**config.mk**
```make
export PLATFORM = sky130hd
export DESIGN_NAME = logic_pipe
export DESIGN_NICKNAME = d
export VERILOG_FILES = /design/src/rtl/logic_pipe_pkg.sv /design/src/rtl/logic_pipe_slice.sv /design/src/rtl/logic_pipe.sv
export SDC_FILE = /design/constraint.sdc
export NUM_CORES = 1
export LEC_CHECK = 0
export CAP_MARGIN = 5
export CORE_AREA = 2 2 147 77
export DETAILED_ROUTE_END_ITERATION = 10
export DIE_AREA = 0 0 149 79
export PLACE_DENSITY = 0.81
export SYNTH_ARGS = -nofsm -noshare
export SYNTH_HDL_FRONTEND = slang
export SYNTH_SLANG_ARGS = --single-unit
```
**constraint.sdc**
```tcl
create_clock -name clk -period 2.45 [get_ports clk]
set_clock_uncertainty 0.15 [all_clocks]
set_input_delay 0.3675 -clock clk [delete_from_list [all_inputs] [get_ports clk]]
set_output_delay 0.3675 -clock clk [all_outputs]
set_load 0.1 [all_outputs]
```
**src/rtl/logic_pipe_pkg.sv**
```systemverilog
// Shared op codes and the per-bit logic function used by the logic_pipe lane.
// The function works on one bit so the unit scales to any WIDTH via generate.
package logic_pipe_pkg;

  localparam int OP_W = 3;

  localparam logic [OP_W-1:0] OP_AND   = 3'b000;
  localparam logic [OP_W-1:0] OP_OR    = 3'b001;
  localparam logic [OP_W-1:0] OP_XOR   = 3'b010;
  localparam logic [OP_W-1:0] OP_NOR   = 3'b011;
  localparam logic [OP_W-1:0] OP_ANDN  = 3'b100;
  localparam logic [OP_W-1:0] OP_PASSA = 3'b101;

  // Returns {err, f} for one bit position; reserved codes force f=0, err=1.
  function automatic logic [1:0] logic_op(input logic [OP_W-1:0] op,
                                          input logic a,
                                          input logic b);
    logic [1:0] r;
    r = 2'b00;
    case (op)
      OP_AND:   r = {1'b0, a & b};
      OP_OR:    r = {1'b0, a | b};
      OP_XOR:   r = {1'b0, a ^ b};
      OP_NOR:   r = {1'b0, ~(a | b)};
      OP_ANDN:  r = {1'b0, a & ~b};
      OP_PASSA: r = {1'b0, a};
      default:  r = 2'b10;
    endcase
    return r;
  endfunction

endpackage

```
**src/rtl/logic_pipe_slice.sv**
```systemverilog
// One valid/ready register slice; ready is combinational from downstream,
// so a full slice that drains this cycle reloads in the same cycle.
module logic_pipe_slice #(
  parameter int DW = 34
) (
  input  logic          clk,
  input  logic          rst_n,
  input  logic          up_valid,
  output logic          up_ready,
  input  logic [DW-1:0] up_data,
  output logic          dn_valid,
  input  logic          dn_ready,
  output logic [DW-1:0] dn_data
);

  logic          valid_reg;
  logic [DW-1:0] data_reg;

  assign up_ready = !valid_reg || dn_ready;
  assign dn_valid = valid_reg;
  assign dn_data  = data_reg;

  always_ff @(posedge clk or negedge rst_n) begin
    if (!rst_n) begin
      valid_reg <= 1'b0;
      data_reg  <= '0;
    end else if (up_ready) begin
      valid_reg <= up_valid;
      if (up_valid) begin
        data_reg <= up_data;
      end
    end
  end

endmodule

```
**src/rtl/logic_pipe.sv**
```systemverilog
// Pipelined bitwise logic lane: result and flags are formed before the first
// slice, then carried unchanged through STAGES valid/ready slices.
module logic_pipe
  import logic_pipe_pkg::*;
#(
  parameter int WIDTH  = 32,
  parameter int STAGES = 2
) (
  input  logic             clk,
  input  logic             rst_n,
  input  logic             in_valid,
  output logic             in_ready,
  input  logic [OP_W-1:0]  op,
  input  logic [WIDTH-1:0] a,
  input  logic [WIDTH-1:0] b,
  output logic             out_valid,
  input  logic             out_ready,
  output logic [WIDTH-1:0] f,
  output logic             zero,
  output logic             err
);

  localparam int DW = WIDTH + 2;

  logic [WIDTH-1:0] res;
  logic [WIDTH-1:0] err_bits;
  logic             res_err;

  logic [STAGES:0]  valid_c;
  logic [STAGES:0]  ready_c;
  logic [DW-1:0]    data_c [STAGES+1];

  genvar gi;
  generate
    for (gi = 0; gi < WIDTH; gi++) begin : g_bit
      assign {err_bits[gi], res[gi]} = logic_op(op, a[gi], b[gi]);
    end
  endgenerate

  assign res_err   = |err_bits;
  assign valid_c[0] = in_valid;
  assign data_c[0]  = {res_err, ~|res, res};
  assign in_ready   = ready_c[0];
  assign ready_c[STAGES] = out_ready;

  generate
    for (gi = 0; gi < STAGES; gi++) begin : g_slice
      logic_pipe_slice #(.DW(DW)) u_slice (
        .clk      (clk),
        .rst_n    (rst_n),
        .up_valid (valid_c[gi]),
        .up_ready (ready_c[gi]),
        .up_data  (data_c[gi]),
        .dn_valid (valid_c[gi+1]),
        .dn_ready (ready_c[gi+1]),
        .dn_data  (data_c[gi+1])
      );
    end
  endgenerate

  // Empty last slice may hold stale data; gate everything off when not valid.
  assign out_valid = valid_c[STAGES];
  assign f         = out_valid ? data_c[STAGES][WIDTH-1:0] : '0;
  assign zero      = out_valid & data_c[STAGES][WIDTH];
  assign err       = out_valid & data_c[STAGES][WIDTH+1];

endmodule
```
After elaboration in Yosys (flattened, before gate mapping)

Cells that the tools add are included.

Output and inout bits: 36
Register bits: 70
Logic and storage cells: 246
Input port bits: 71

Reduce and logical (&&, ||, !) cells: 10
Bitwise gates (word level): 194
Multiplexer cells: 33
Eq/ne operators: 5

Operators by type and width:

| operator             | count |
|---|---|
| $pmux W2 S6          | 32 |
| $and A1 B1 Y1        | 66 |
| $not A1 Y1           | 64 |
| $reduce_or A32 Y1    | 2 |
| $mux W32             | 1 |
| $or A1 B1 Y1         | 32 |
| $xor A1 B1 Y1        | 32 |
| $eq A3 B2 Y1 const B | 2 |
| $eq A3 B3 Y1 const B | 2 |
| $reduce_and A2 Y1    | 2 |
| $eq A3 B1 Y1 const B | 1 |
| $logic_not A1 Y1     | 3 |
| $logic_not A3 Y1     | 1 |
| $logic_or A1 B1 Y1   | 2 |

Logic depth before layout (Yosys ltp)

Depth in word-level cells: 5
Mapped depth: 12
Gate-level depth less buffers: 8

By module

Synthesis repeated with hierarchy kept, for this count alone.

Cells, all modules: 564
Area total of the unflattened synthesis: 5,699.2 um^2

Modules (own cells, without submodules):

| module           | cells each | area each (um^2) | seq. area each (um^2) | times used |
|---|---|---|---|---|
| logic_pipe_slice | 75         | 1,463.9          | 875.8                 | 2 |
| logic_pipe       | 414        | 2,771.4          | 0.0                   | 1 |

Worst setup path after synthesis

Ideal clock, no wire load.

Kind: flip-flop to flip-flop
Start: register g_slice[1].u_slice.valid_reg
End: register g_slice[0].u_slice.data_reg[13]
Period minus slack after synthesis: 3.376 ns
Setup time: 0.141 ns
Data required time: 2.159 ns
Setup slack: -0.926 ns
Stages on the path, launching flop included: 7
Buffers on the path: 2
Arrival time: 3.085 ns
Cells stage by stage: dfrtp_1 nand3b_1 and2_1 clkbuf_1 clkbuf_1 nor2_1 a31oi_1

Cells in the longest elaborated chain, start to end: 4

Ends and longest elaborated chain:

| item                            | RTL line               | source |
|---|---|---|
| from (decl)                     | logic_pipe_slice.sv:16 | `logic valid_reg;` |
| from (signal assigned)          | logic_pipe_slice.sv:28 | `valid_reg <= up_valid;` |
| $logic_not A1 Y1                | logic_pipe_slice.sv:19 | `assign up_ready = !valid_reg \|\| dn_ready;` |
| $logic_or A1 B1 Y1 (2 in a row) | logic_pipe_slice.sv:19 |  |
| via in_ready                    | logic_pipe.sv:12       | `output logic in_ready,` |
| $reduce_and A2 Y1 (no line)     | --                     |  |
| to (signal assigned)            | logic_pipe_slice.sv:30 | `data_reg <= up_data;` |
| to (decl)                       | logic_pipe_slice.sv:17 | `logic [DW-1:0] data_reg;` |

The timed path passes the listed nets, and every way through them passes these cells.
A chain may end at the register's enable or synchronous reset.

Final worst setup path

Start: input b[25]
End: register g_slice[0].u_slice.data_reg[32]

Cells in the longest elaborated chain, start to end: 5
Elaborated cells between the ends (all ways): 9
Those cells by class: mux (1); bitwise (6); reduce/logical (2)

Ends and longest elaborated chain:

| item                                        | RTL line                                                         | source |
|---|---|---|
| from (decl)                                 | logic_pipe.sv:15                                                 | `input logic [WIDTH-1:0] b,` |
| $not A1 Y1 or $or A1 B1 Y1 (tied branches)  | logic_pipe_pkg.sv:25, logic_pipe_pkg.sv:22, logic_pipe_pkg.sv:24 |  |
| $and A1 B1 Y1 or $not A1 Y1 (tied branches) | logic_pipe_pkg.sv:25, logic_pipe_pkg.sv:24                       |  |
| $pmux W2 S6 *                               | logic_pipe_pkg.sv:20                                             | `case (op)` |
| $reduce_or A32 Y1 *                         | logic_pipe.sv:42                                                 | `assign data_c[0] = {res_err, ~\|res, res};` |
| $logic_not A1 Y1 *                          | logic_pipe.sv:42                                                 |  |

Mark *: on every way between the ends. The rest lies on a longest branch, timed or not.

==> results.cfg <==
[sta]
rsz0062_at_grt = yes
hold_slack_ps = 318
finalWorstSetupSlack_ps = 41.6
final_hold_viol_count = 0
setup_violations = 0
clock.fmax_mhz = 415
period_share = 0.983
relSlewSlack = 0.515
tns_ps = 0
min_period_ps = 2410
slew_violations = 0
worst_pin_slew_ps = 727

[power]
p_leak_nw = 3.90
seq_power_share = 0.282
clkPwrFrac = 0.251
switching_share = 0.409
power_density_nw_per_um2 = 660
p_int_mw = 3.14
vdd_drop_max_mv = 0.574
power_frac_comb = 0.467
finalPower_mw = 5.30
switching_power_mw = 2.17

[clocking]
cts_buffer_depth = 2
tritoncts = built
cts_inserted_buffers = 9
path_clk_slew_ps = 60
cts.sinks = 70
clk_latency_ps = 340
ctsRootBufferMaster = clkbuf_16
htree_levels = 3

[setup_path]
critPathCaptureType = register
worst_path_largest_cell_delay_ps = 520
crit_fanout = 2
crit_family = simple AND/OR/NAND/NOR gates
path_common_cell = or4_4
critical_path_required_ps = 2550
crit_path_start_kind = input pin
critPathKind = input pin to register
arrival_ps = 2510
crit_chain = clkdlybuf4s15_1, inv_1, ha_1, nor3_1, nor4_1, or4_4, or4_4, o31ai_4
critPathBufInv = 2
slowest_stage = or4_4

[synth]
syn-num-nets = 714
synth_top_cell_by_area = dfrtp_1
synth-edff-count = 0
postSynth.asyncResetShare = 1.00
syn_inst = 611
ys_types = 56
yosysMostFrequentCell = dfrtp_1
ys_ff_latch = 70
synth_area_um2 = 5450
synthTopCellsByCount = dfrtp_1 (70), inv_1 (65), mux2_2 (48)
synth-main-ff-cell = dfrtp_1
yosysTopAreaCellShare = 0.321
synth.top_cells.by_area = dfrtp_1 (32%), mux2_2 (9.9%), ha_1 (7.3%)
synth.yosys.warnings = 0
ys_seq_area_frac = 0.321
syn_avg_cell_area_um2 = 8.92

[cells_and_area]
fill_cells = 729
diodes = 0
multi_input_area_um2 = 3440
instances_no_fill = 972
seq_area_um2 = 1760
drive_above_1_share = 0.351
fin_nets = 925
synthToLayoutAreaGrowth_pct = 47.4

[floorplan]
die_w_um = 149
die_area_um2 = 11800
die_h_um = 79
initial_utilization = 0.514
core-area_um2 = 10600
num_rows = 27
io_pins = 107

[detailed_routing]
firstDrtPassIters = 6
drt-vias-per-instance = 5.66
routed_wl_um = 17200
dr.first_iter.drc_count = 364
wl_per_cell_um = 17.7
drc = 0
postRouteAntennaNets = 0
num_vias = 5499

[min_path]
hp-class = register to register

[place]
io_buffers = 106
gp_congestion = 0.884
placed_cells = 932
hpwl_um = 12500
dp_worst_setup_slack_ps = -746

[global_routing]
grtUsageMet2 = 0.491
grt_use_met1 = 0.396
grt_usage = 0.297
grt_max_degree = 41
grt.overflow.total = 0
use_met3 = 0.0695
grt_pass1_vias = 5558
grt_pass1_wl_um = 27300
top_usage_layer = met2
antenna_found_initial = 0

[run_status]
status = completed

[run]
maxCapViolCount = 0
[placed cells by master (no fill, tap or decap), drive strengths merged, types with 4 or more instances in the layout]
master	instances
buf	175
dfrtp	70
inv	68
mux2	49
nand2	47
clkdlybuf4s50	42
and2	35
ha	32
xnor2	31
o21ai	26
mux2i	25
clkbuf	24
nor2	18
nor2b	18
nand2b	15
a21oi	15
o22ai	13
nand3	11
a32oi	10
o22a	9
dlygate4sd2	8
a22oi	6
nor3	6
o32ai	6
nand3b	4
nor3b	4
or4	4
o31ai	4
[power groups by stage]
stage | sequential [mW] | clock, mW | combinational [mW]
finish | 1.49 | 1.33 | 2.48
global route | 1.52 | 1.39 | 2.60
CTS | 1.49 | 1.35 | 2.42
detailed placement | 1.51 | 0 | 2.37
global placement | 1.50 | 0 | 2.32
floorplan | 1.48 | 0 | 1.61
[state kept, by name, summed over array words and instances, names as in the netlist]
signal	count
g_slice.u_slice.dn_data	68
g_slice.u_slice.dn_valid	2
[worst reg2reg max path: stages (launching register included)]
cell      delay [ps]
dfrtp_4          470
nand3b_1         130
and2_1           190
o311ai_1         120
or4_4            440
or4_4            500
o31ai_4          240
[final cells by class]
class | count | area share
well taps | 145 | 0.0226
flip-flops and latches | 70 | 0.218
inverters | 67 | 0.0319
clock inverters | 6 | 0.00856
clock buffers | 10 | 0.0297
multi-input cells | 432 | 0.428
repair buffers | 242 | 0.261
[layer usage]
metal,share of wire,wire length (um),up-vias
met4,0.022,373,0
li1,-,-,2561
met1,0.44,7540,2655
met3,0.078,1350,44
met5,0,0,-
met2,0.46,7970,239
[cell families after synthesis]
| logic type | count (synthesis) | share of synthesized area |
|---|---|---|
| xor gates and xnor gates | 31 | 0.0498 |
| DFF | 70 | 0.321 |
| adders and majority gates | 32 | 0.0734 |
| and+or+nand+nor | 177 | 0.172 |
| buffers and inverters | 109 | 0.0810 |
| AOI/OAI and AO/OA | 118 | 0.154 |
| muxes | 74 | 0.148 |
[stage by stage]
step | util | cell area [um2]
final | 0.758 | 8040
after global routing | 0.758 | 8040
after CTS | 0.749 | 7950
after detailed placement | 0.699 | 7420
after global placement | 0.699 | 7420
after floorplan | - | 5480
[repair_timing]
| action | CTS | global route |
|---|---|---|
| resized for setup | 45 | 57 |
| hold buffers | 1 | 0 |
| hold endpoints to repair | 30 | 0 |
| setup buffers | 21 | 2 |
| setup endpoints to repair | 1 | 1 |
| pin swaps | 24 | 18 |
[final timing paths]
path / from / endpoint / slack, ps / cells past startpoint
max in group asynchronous: rst_n / g_slice[0].u_slice.dn_data[6]$_DFFE_PN0P_ / 1000 / 3
min reg2reg: g_slice[0].u_slice.dn_data[16]$_DFFE_PN0P_ / g_slice[0].u_slice.dn_data[16]$_DFFE_PN0P_ / 320 / 2
min: g_slice[0].u_slice.dn_data[16]$_DFFE_PN0P_ / g_slice[0].u_slice.dn_data[16]$_DFFE_PN0P_ / 320 / 2
max: b[25] / g_slice[0].u_slice.dn_data[32]$_DFFE_PN0P_ / 40 / 8
min in group asynchronous: rst_n / g_slice[1].u_slice.dn_data[3]$_DFFE_PN0P_ / 480 / 2
max reg2reg: g_slice[1].u_slice.dn_valid$_DFFE_PN0P_ / g_slice[0].u_slice.dn_data[32]$_DFFE_PN0P_ / 130 / 6
Power figures use the tool's default switching activity.
